### config.mk
export PLATFORM = sky130hd
export DESIGN_NAME = seq_multiplier
export DESIGN_NICKNAME = d
export VERILOG_FILES = /design/src/rtl/mult_pkg.sv /design/src/rtl/mult_sign_fix.sv /design/src/rtl/seq_multiplier.sv
export SDC_FILE = /design/constraint.sdc
export NUM_CORES = 1
export LEC_CHECK = 0
export CAP_MARGIN = 20
export CORE_MARGIN = 10
export CORE_UTILIZATION = 50
export CTS_BUF_LIST = sky130_fd_sc_hd__clkbuf_8
export DETAILED_ROUTE_END_ITERATION = 10
export DONT_BUFFER_PORTS = 1
export PLACE_DENSITY = 0.74
export SETUP_SLACK_MARGIN = 0.4
export SYNTH_ARGS = -nofsm -noshare
export SYNTH_HDL_FRONTEND = slang
export SYNTH_SLANG_ARGS = --single-unit
### constraint.sdc
create_clock -name clk -period 3.7 [get_ports clk]
set_input_delay 0.185 -clock clk [delete_from_list [all_inputs] [get_ports clk]]
set_output_delay 0.185 -clock clk [all_outputs]
set_load 0.02 [all_outputs]
### src/rtl/mult_pkg.sv
// Shared definitions for the sequential arithmetic units (multiplier, future divider).
// Holds the controller state encoding and the operand magnitude helper.
package mult_pkg;

  localparam int MAX_W = 64;

  typedef enum logic [1:0] {
    ST_IDLE = 2'd0,
    ST_RUN  = 2'd1,
    ST_FIX  = 2'd2,
    ST_DONE = 2'd3
  } state_t;

  // Operands arrive already extended to MAX_W; the most negative input maps
  // to its positive magnitude, which still fits the unsigned operand width.
  function automatic logic [MAX_W-1:0] twos_abs(input logic [MAX_W-1:0] value,
                                                input logic             is_signed);
    return (is_signed && value[MAX_W-1]) ? (~value + 1'b1) : value;
  endfunction

endpackage

### src/rtl/mult_sign_fix.sv
// Conditional two's-complement negate of a wide value; a zero input always yields zero.
module mult_sign_fix #(
  parameter int W2 = 64
) (
  input  logic          neg,
  input  logic [W2-1:0] value,
  output logic [W2-1:0] result
);

  always_comb begin
    result = neg ? (~value + 1'b1) : value;
  end

endmodule

### src/rtl/seq_multiplier.sv
// Sequential shift-add multiplier: one partial-product bit per clock on magnitudes,
// with the sign applied in a single fix-up cycle before the result is published.
module seq_multiplier
  import mult_pkg::*;
#(
  parameter int WIDTH = 32
) (
  input  logic               clk,
  input  logic               reset,
  input  logic               start,
  input  logic               signed_op,
  input  logic [WIDTH-1:0]   X,
  input  logic [WIDTH-1:0]   Y,
  output logic               ready,
  output logic               busy,
  output logic               done,
  output logic [2*WIDTH-1:0] resultado
);

  localparam int CNT_W = $clog2(WIDTH + 1);
  localparam logic [CNT_W-1:0] LAST = CNT_W'(WIDTH - 1);

  state_t             state, nextState;
  logic               accept;
  logic [WIDTH-1:0]   mcand;
  logic [2*WIDTH-1:0] mplier;
  logic [2*WIDTH-1:0] acc;
  logic [2*WIDTH-1:0] fixed;
  logic [CNT_W-1:0]   count;
  logic               neg;
  logic [MAX_W-1:0]   xExt, yExt;
  logic [WIDTH-1:0]   xMag, yMag;

  // Extend operands to the helper width so one package function serves any WIDTH
  always_comb begin
    xExt = {MAX_W{signed_op & X[WIDTH-1]}};
    yExt = {MAX_W{signed_op & Y[WIDTH-1]}};
    xExt[WIDTH-1:0] = X;
    yExt[WIDTH-1:0] = Y;
    xMag = WIDTH'(twos_abs(xExt, signed_op));
    yMag = WIDTH'(twos_abs(yExt, signed_op));
  end

  mult_sign_fix #(
    .W2(2 * WIDTH)
  ) u_sign_fix (
    .neg   (neg),
    .value (acc),
    .result(fixed)
  );

  always_ff @(posedge clk) begin
    if (reset) state <= ST_IDLE;
    else       state <= nextState;
  end

  always_comb begin
    nextState = state;
    ready     = 1'b0;
    busy      = 1'b0;
    done      = 1'b0;
    accept    = 1'b0;
    case (state)
      ST_IDLE: begin
        ready = 1'b1;
        if (start) begin
          accept    = 1'b1;
          nextState = ST_RUN;
        end
      end
      ST_RUN: begin
        busy = 1'b1;
        if (count == LAST) nextState = ST_FIX;
      end
      ST_FIX: begin
        busy      = 1'b1;
        nextState = ST_DONE;
      end
      ST_DONE: begin
        done  = 1'b1;
        ready = 1'b1;
        // Accepting here gives back-to-back ops without an idle gap
        if (start) begin
          accept    = 1'b1;
          nextState = ST_RUN;
        end else begin
          nextState = ST_IDLE;
        end
      end
      default: nextState = ST_IDLE;
    endcase
  end

  // The multiplier register shifts left instead of computing Y << count each cycle
  always_ff @(posedge clk) begin
    if (reset) begin
      mcand     <= '0;
      mplier    <= '0;
      acc       <= '0;
      count     <= '0;
      neg       <= 1'b0;
      resultado <= '0;
    end else begin
      if (accept) begin
        mcand  <= xMag;
        mplier <= {{WIDTH{1'b0}}, yMag};
        acc    <= '0;
        count  <= '0;
        neg    <= signed_op & (X[WIDTH-1] ^ Y[WIDTH-1]);
      end else if (state == ST_RUN) begin
        if (mcand[0]) acc <= acc + mplier;
        mcand  <= mcand >> 1;
        mplier <= mplier << 1;
        count  <= count + 1'b1;
      end
      if (state == ST_FIX) resultado <= fixed;
    end
  end

endmodule

* After elaboration in Yosys (flattened, before gate mapping)
Cells that the tools add are included.
** Word-level totals
- Bits in writable memories :: 0
- Output and inout bits :: 67
- Word-level logic and storage cells :: 51
- Bits of input ports :: 68
- Flip-flop bits (word level) :: 233
- Memories kept :: 0
- Memory bits (read-only) :: 0
- Latch bits :: 0
** Operators by class
- Div/mod/pow operators :: 0
- Bitwise operators :: 7
- Shift-type cells :: 0
- Add/subtract/negate cells :: 5
- Multiplexer cells :: 16
- $lt $le $gt $ge :: 0
- Multiply operators :: 0
- Equality and inequality tests :: 6
- Reduce and logical (&&, ||, !) cells :: 9
** Operators by type and width (number)
- 32-bit two-way mux :: 6
- 32-bit by 1-bit adder with 32-bit output (second input constant) :: 2
- 64-bit by 1-bit adder with 64-bit output (second input constant) :: 1
- 64-bit adder :: 1
- 64-bit two-way mux :: 1
- 32-bit NOT :: 2
- 64-bit NOT :: 1
- 2-bit case mux with 4 select lines :: 1
- 6-bit by 1-bit adder with 6-bit output (second input constant) :: 1
- 6-bit by 5-bit == test with 1-bit output (second input constant) :: 1
- 1-bit two-way mux :: 6
- 2-bit OR reduction :: 3
- 2-bit == test (second input constant) :: 2
- 2-bit two-way mux :: 2
- 2-bit != test (second input constant) :: 2
- 2-bit AND reduction :: 2
- 1-bit bitwise AND :: 3
- 2-bit by 1-bit == test with 1-bit output (second input constant) :: 1
- 1-bit logical AND :: 2
- 2-bit logical NOT :: 1
- 2-bit nonzero test :: 1
- 1-bit bitwise XOR :: 1

* Logic depth before layout (Yosys ltp)
- Depth after elaboration :: 4
- Mapped depth :: 12
- Mapped depth without buffers :: 12

* By module
Synthesis repeated with hierarchy kept, for this count alone.
** Unflattened totals
- Cells, all modules :: 1876
- Area, all modules :: 15503.6 µm²
** By module, submodules not included
- seq_multiplier :: times used 1, cells each 1679, area an instance 13973.4 µm², sequential area each 4664.5 µm²
- mult_sign_fix :: times used 1, cells each 197, area an instance 1530.2 µm², sequential area each 0.0 µm²

* Worst setup path after synthesis
OpenSTA, ideal clock, no wires.
- Path kind :: register to register
- Start :: reg acc[0]
- End :: reg acc[52]
- Setup time :: 0.117 ns
- Clock period less this slack :: 3.348 ns
- Path buffers :: 0
- Required time :: 3.583 ns
- Cell stages (with the launch flop) :: 12
- Arrival time :: 3.231 ns
- Path slack :: 0.352 ns
- Cell sequence :: dfxtp_1 -> ha_1 -> fa_1 -> a21o_1 -> a221oi_1 -> a221oi_1 -> o2111ai_1 -> a311oi_1 -> a21oi_1 -> o31ai_1 -> o311a_1 -> a32o_1
** Between the ends
- Word-level cells in the longest chain between the ends :: 1
** RTL lines
- start, declared :: RTL line seq_multiplier.sv:27 : logic [2*WIDTH-1:0] acc;
- start signal, assigned :: RTL line seq_multiplier.sv:111 : if (mcand[0]) acc <= acc + mplier;
- 64-bit adder :: RTL line seq_multiplier.sv:111
Every way passes these cells.
A chain may end at the register's enable or synchronous reset.

* Worst setup path in the final report
- Start :: reg acc[5]
- End :: reg resultado[63]
** Between the ends
- Word-level cells in the longest chain between the ends :: 3
** RTL lines
- 64-bit NOT :: RTL line mult_sign_fix.sv:11 : result = neg ? (~value + 1'b1) : value;
- 64-bit by 1-bit adder with 64-bit output :: RTL line mult_sign_fix.sv:11
- 64-bit two-way mux :: RTL line mult_sign_fix.sv:11
- end signal, assigned :: RTL line seq_multiplier.sv:116 : if (state == ST_FIX) resultado <= fixed;
- end, declared :: RTL line seq_multiplier.sv:17 : output logic [2*WIDTH-1:0] resultado
Every way passes these cells.

==> out/summary.txt <==
status - finished clean
Power Total - 10.62 mW
Tcrit/Tclk final - 88.71%
FF-to-FF path depth - 10
post-synthesis compound-gate area fraction - 23.27%
Port Buf Inserts - 0
flop-to-flop setup slack - 0.42 ns
Initial DRC Count - 826
Seq/Total Area, Yosys - 31.05%
setup ws final - 0.4177 ns
GR Util All Layers - 22.15%
DPL Wire Length - 31380 um
first-pass GRT wire length - 70810 um
Hold Fails Final Rpt - 0
vias after detailed routing - 14.02k
Layout fillers - 2669
worst min-delay path class - input port to flop
routed len/inst - 18.53 um
kind of critical path - flop to flop
# rows - 63
max-slew headroom at the worst pin - 41.20%
Routed Antenna Nets - 0
VDD IR max - 0.3580 mV
Power Density - 606.3 nW/um^2
xor/xnor share of the synthesized area - 9.679%
hold_ws - 0.01798 ns
crit end category - flop
leak pwr - 7.045 nW
Worst-Margin Slew - 0.8821 ns
CP arrival - 3.70 ns
CTS tree - done
remaining global-route overflow - 0
Synth Net Count - 2032
Layout area overhead - 16.62%
CTS Root Buffer Type - clkbuf_8
die height - 193.3 um
top_reg_cell synth - dfxtp_1
Startpoint Class - flop
FF/Latch Area - 4678 um^2
pre-CTS setup slack - 0.1782 ns
Antenna Cells - 0
fin crit period - 3.282 ns
H-tree Lvls - 2
Synth Area in Simple Gates - 19.57%
Die X - 193.3 um
CTS Sinks - 233
CORE AREA - 29640 um^2
Max clock buf depth - 3
RePlAce Congestion - 0.9547
Total Neg Setup Slack - 0 ns
WP data required - 4.11 ns
hold endpoint - mplier[15]
area share of the largest cell type after synthesis - 31.05%
final WL - 43980 um
largest net degree at the start of global routing - 89
Post-Synth Adder-Cell Area - 6.131%
initial antenna violation count - 0
Via density - 5.906
maxcap violations - 0
Max Transition Viols Final - 0
Mean Syn Cell Area - 7.943 um^2
area occupied by multi-input gates - 10030 um^2
1st-pass router iterations - 5
commonest cells after routing, fill and taps aside - nor2_1, dfxtp_1, nand2_1
initial core utilization - 50.68%
Synth async-reset ratio - 0%
reg2reg end - resultado[63]
synthesized netlist cell count - 1891
Ys Warns - 0
hold_sp - Y[13]
Die Area - 37370 um^2
# DRC - 0
worst r2r src - acc[5]
Clock Pin Slew Worst Setup and Hold Paths - 0.06 ns
share of layout cells above drive strength 1 - 8.875%
largest area contributor in the netlist - dfxtp_1
number of CTS-inserted buffers - 42
most common cell after layout, fill and taps aside - nor2_1
CP max FO - 4
proportion of synthesized area in mux cells - 6.397%
ranking of synthesized cells by area - dfxtp_1, a211oi_1, mux2i_1
vias in the first global route - 13.52k
synth unique cells - 66
Final setup viols - 0
synthesized cell area - 15020 um^2
Total Nets Final - 2095
fmax - 0.3047 GHz
Ports - 135
RSZ-0062 raised after global routing - true
Worst Hold Path Cells - 4
number of synthesized flops with an enable pin - 0
largest family of logic cells by synthesized area - compound AO/OA/AOI/OAI gates
Yosys reg bits - 233
worst skew pair latency - 0.58 ns
Layout Skew - 0.03144 ns
## critical path, cell delays in order, from the launching register on
cell and delay, ns:
dfxtp_2 0.34, or4_4 0.56, nor4b_4 0.30, nand3_2 0.12
or2_4 0.27, or3_4 0.38, or4_4 0.44, or2_4 0.28
o31ai_4 0.19, xor2_1 0.17, a211oi_1 0.08
## how the worst max path moves through the flow
stage | startpoint | slack (ns) | endpoint | cells past startpoint
floorplan | acc[5] | 0.38 | resultado[57] | 10
global placement | acc[0] | 0.22 | acc[56] | 12
detailed placement | acc[0] | 0.18 | acc[56] | 12
CTS | acc[3] | 0.36 | resultado[60] | 11
global route | acc[5] | 0.26 | resultado[57] | 10
finish | acc[5] | 0.42 | resultado[63] | 10
## synthesized netlist by cell type, drive strengths merged, types with 2 or more instances
cell / count
dfxtp: 233
ha: 72
nor2b: 10
a211o: 4
a21boi: 4
nand3b: 9
a21oi: 145
and3: 16
o22ai: 2
a311oi: 4
mux2i: 96
a21o: 37
nand4: 24
and3b: 3
a221oi: 7
nor3: 26
and4: 2
o31ai: 33
o41ai: 11
nor2: 238
a31oi: 16
o21a: 12
o21ai: 83
buf: 21
nand3: 34
nand2b: 8
or2: 8
nor3b: 4
or4: 15
xnor2: 58
nand2: 177
and2: 10
inv: 39
nor4: 16
or3: 28
a211oi: 136
o211ai: 8
xor2: 108
o21bai: 18
nor4b: 4
clkbuf: 96
## report_power, final
group / switching, mW / internal [mW] / total (mW)
sequential: 0.841 / 3.10 / 3.94
clock: 1.14 / 1.48 / 2.62
combinational: 2.32 / 1.73 / 4.06
total: 4.30 / 6.32 / 10.6
## registers in the layout, summed over array words and instances, names as in the netlist
name and cells:
acc 64, mplier 64, resultado 64, mcand 32
count 6, state 2, neg 1
## per-stage QoR
stage          cells  util, %  instance area (um^2)
6_report        2373    59.10                 17520
5_1_grt         2373    59.10                 17520
4_1_cts         2370    58.47                 17330
3_5_place_dp    2208    52.24                 15480
3_3_place_gp    2208    52.24                 15480
2_1_floorplan   1891        -                 15040
## area by class of cell
cell class / count / share of cell area [%]
multi-input cells: 1502 / 57.24
flip-flops and latches: 233 / 26.71
repair buffers: 136 / 7.271
clock buffers: 52 / 4.086
well taps: 390 / 2.786
clock inverters: 21 / 1.071
inverters: 39 / 0.8357
## metal layers
metal / wire length [um] / GRT usage, % / vias up
li1: - / - / 6969
met3: 2888 / 4.184 / 91
met1: 19280 / 28.33 / 6545
met4: 1322 / 7.668 / 0
met5: 0 / 0 / -
met2: 20490 / 36.48 / 411
## cells by family (layout without fill, tap and decap cells)
family / Yosys count / count (layout)
and+or+nand+nor: 632 / 632
AOI/OAI and AO/OA: 535 / 535
DFF: 233 / 233
xor gates and xnor gates: 166 / 166
buffers and inverters: 156 / 248
muxes: 96 / 96
adders and majority gates: 73 / 73
## what timing repair did
item                                    CTS  global route
endpoints found under the setup margin   12            44
hold endpoints to repair                131             0
pin swaps                                 8            16
hold buffers                             81             0
buffers inserted                          8             3
resized for setup                        13            35
(Power assumes the default switching activity.)
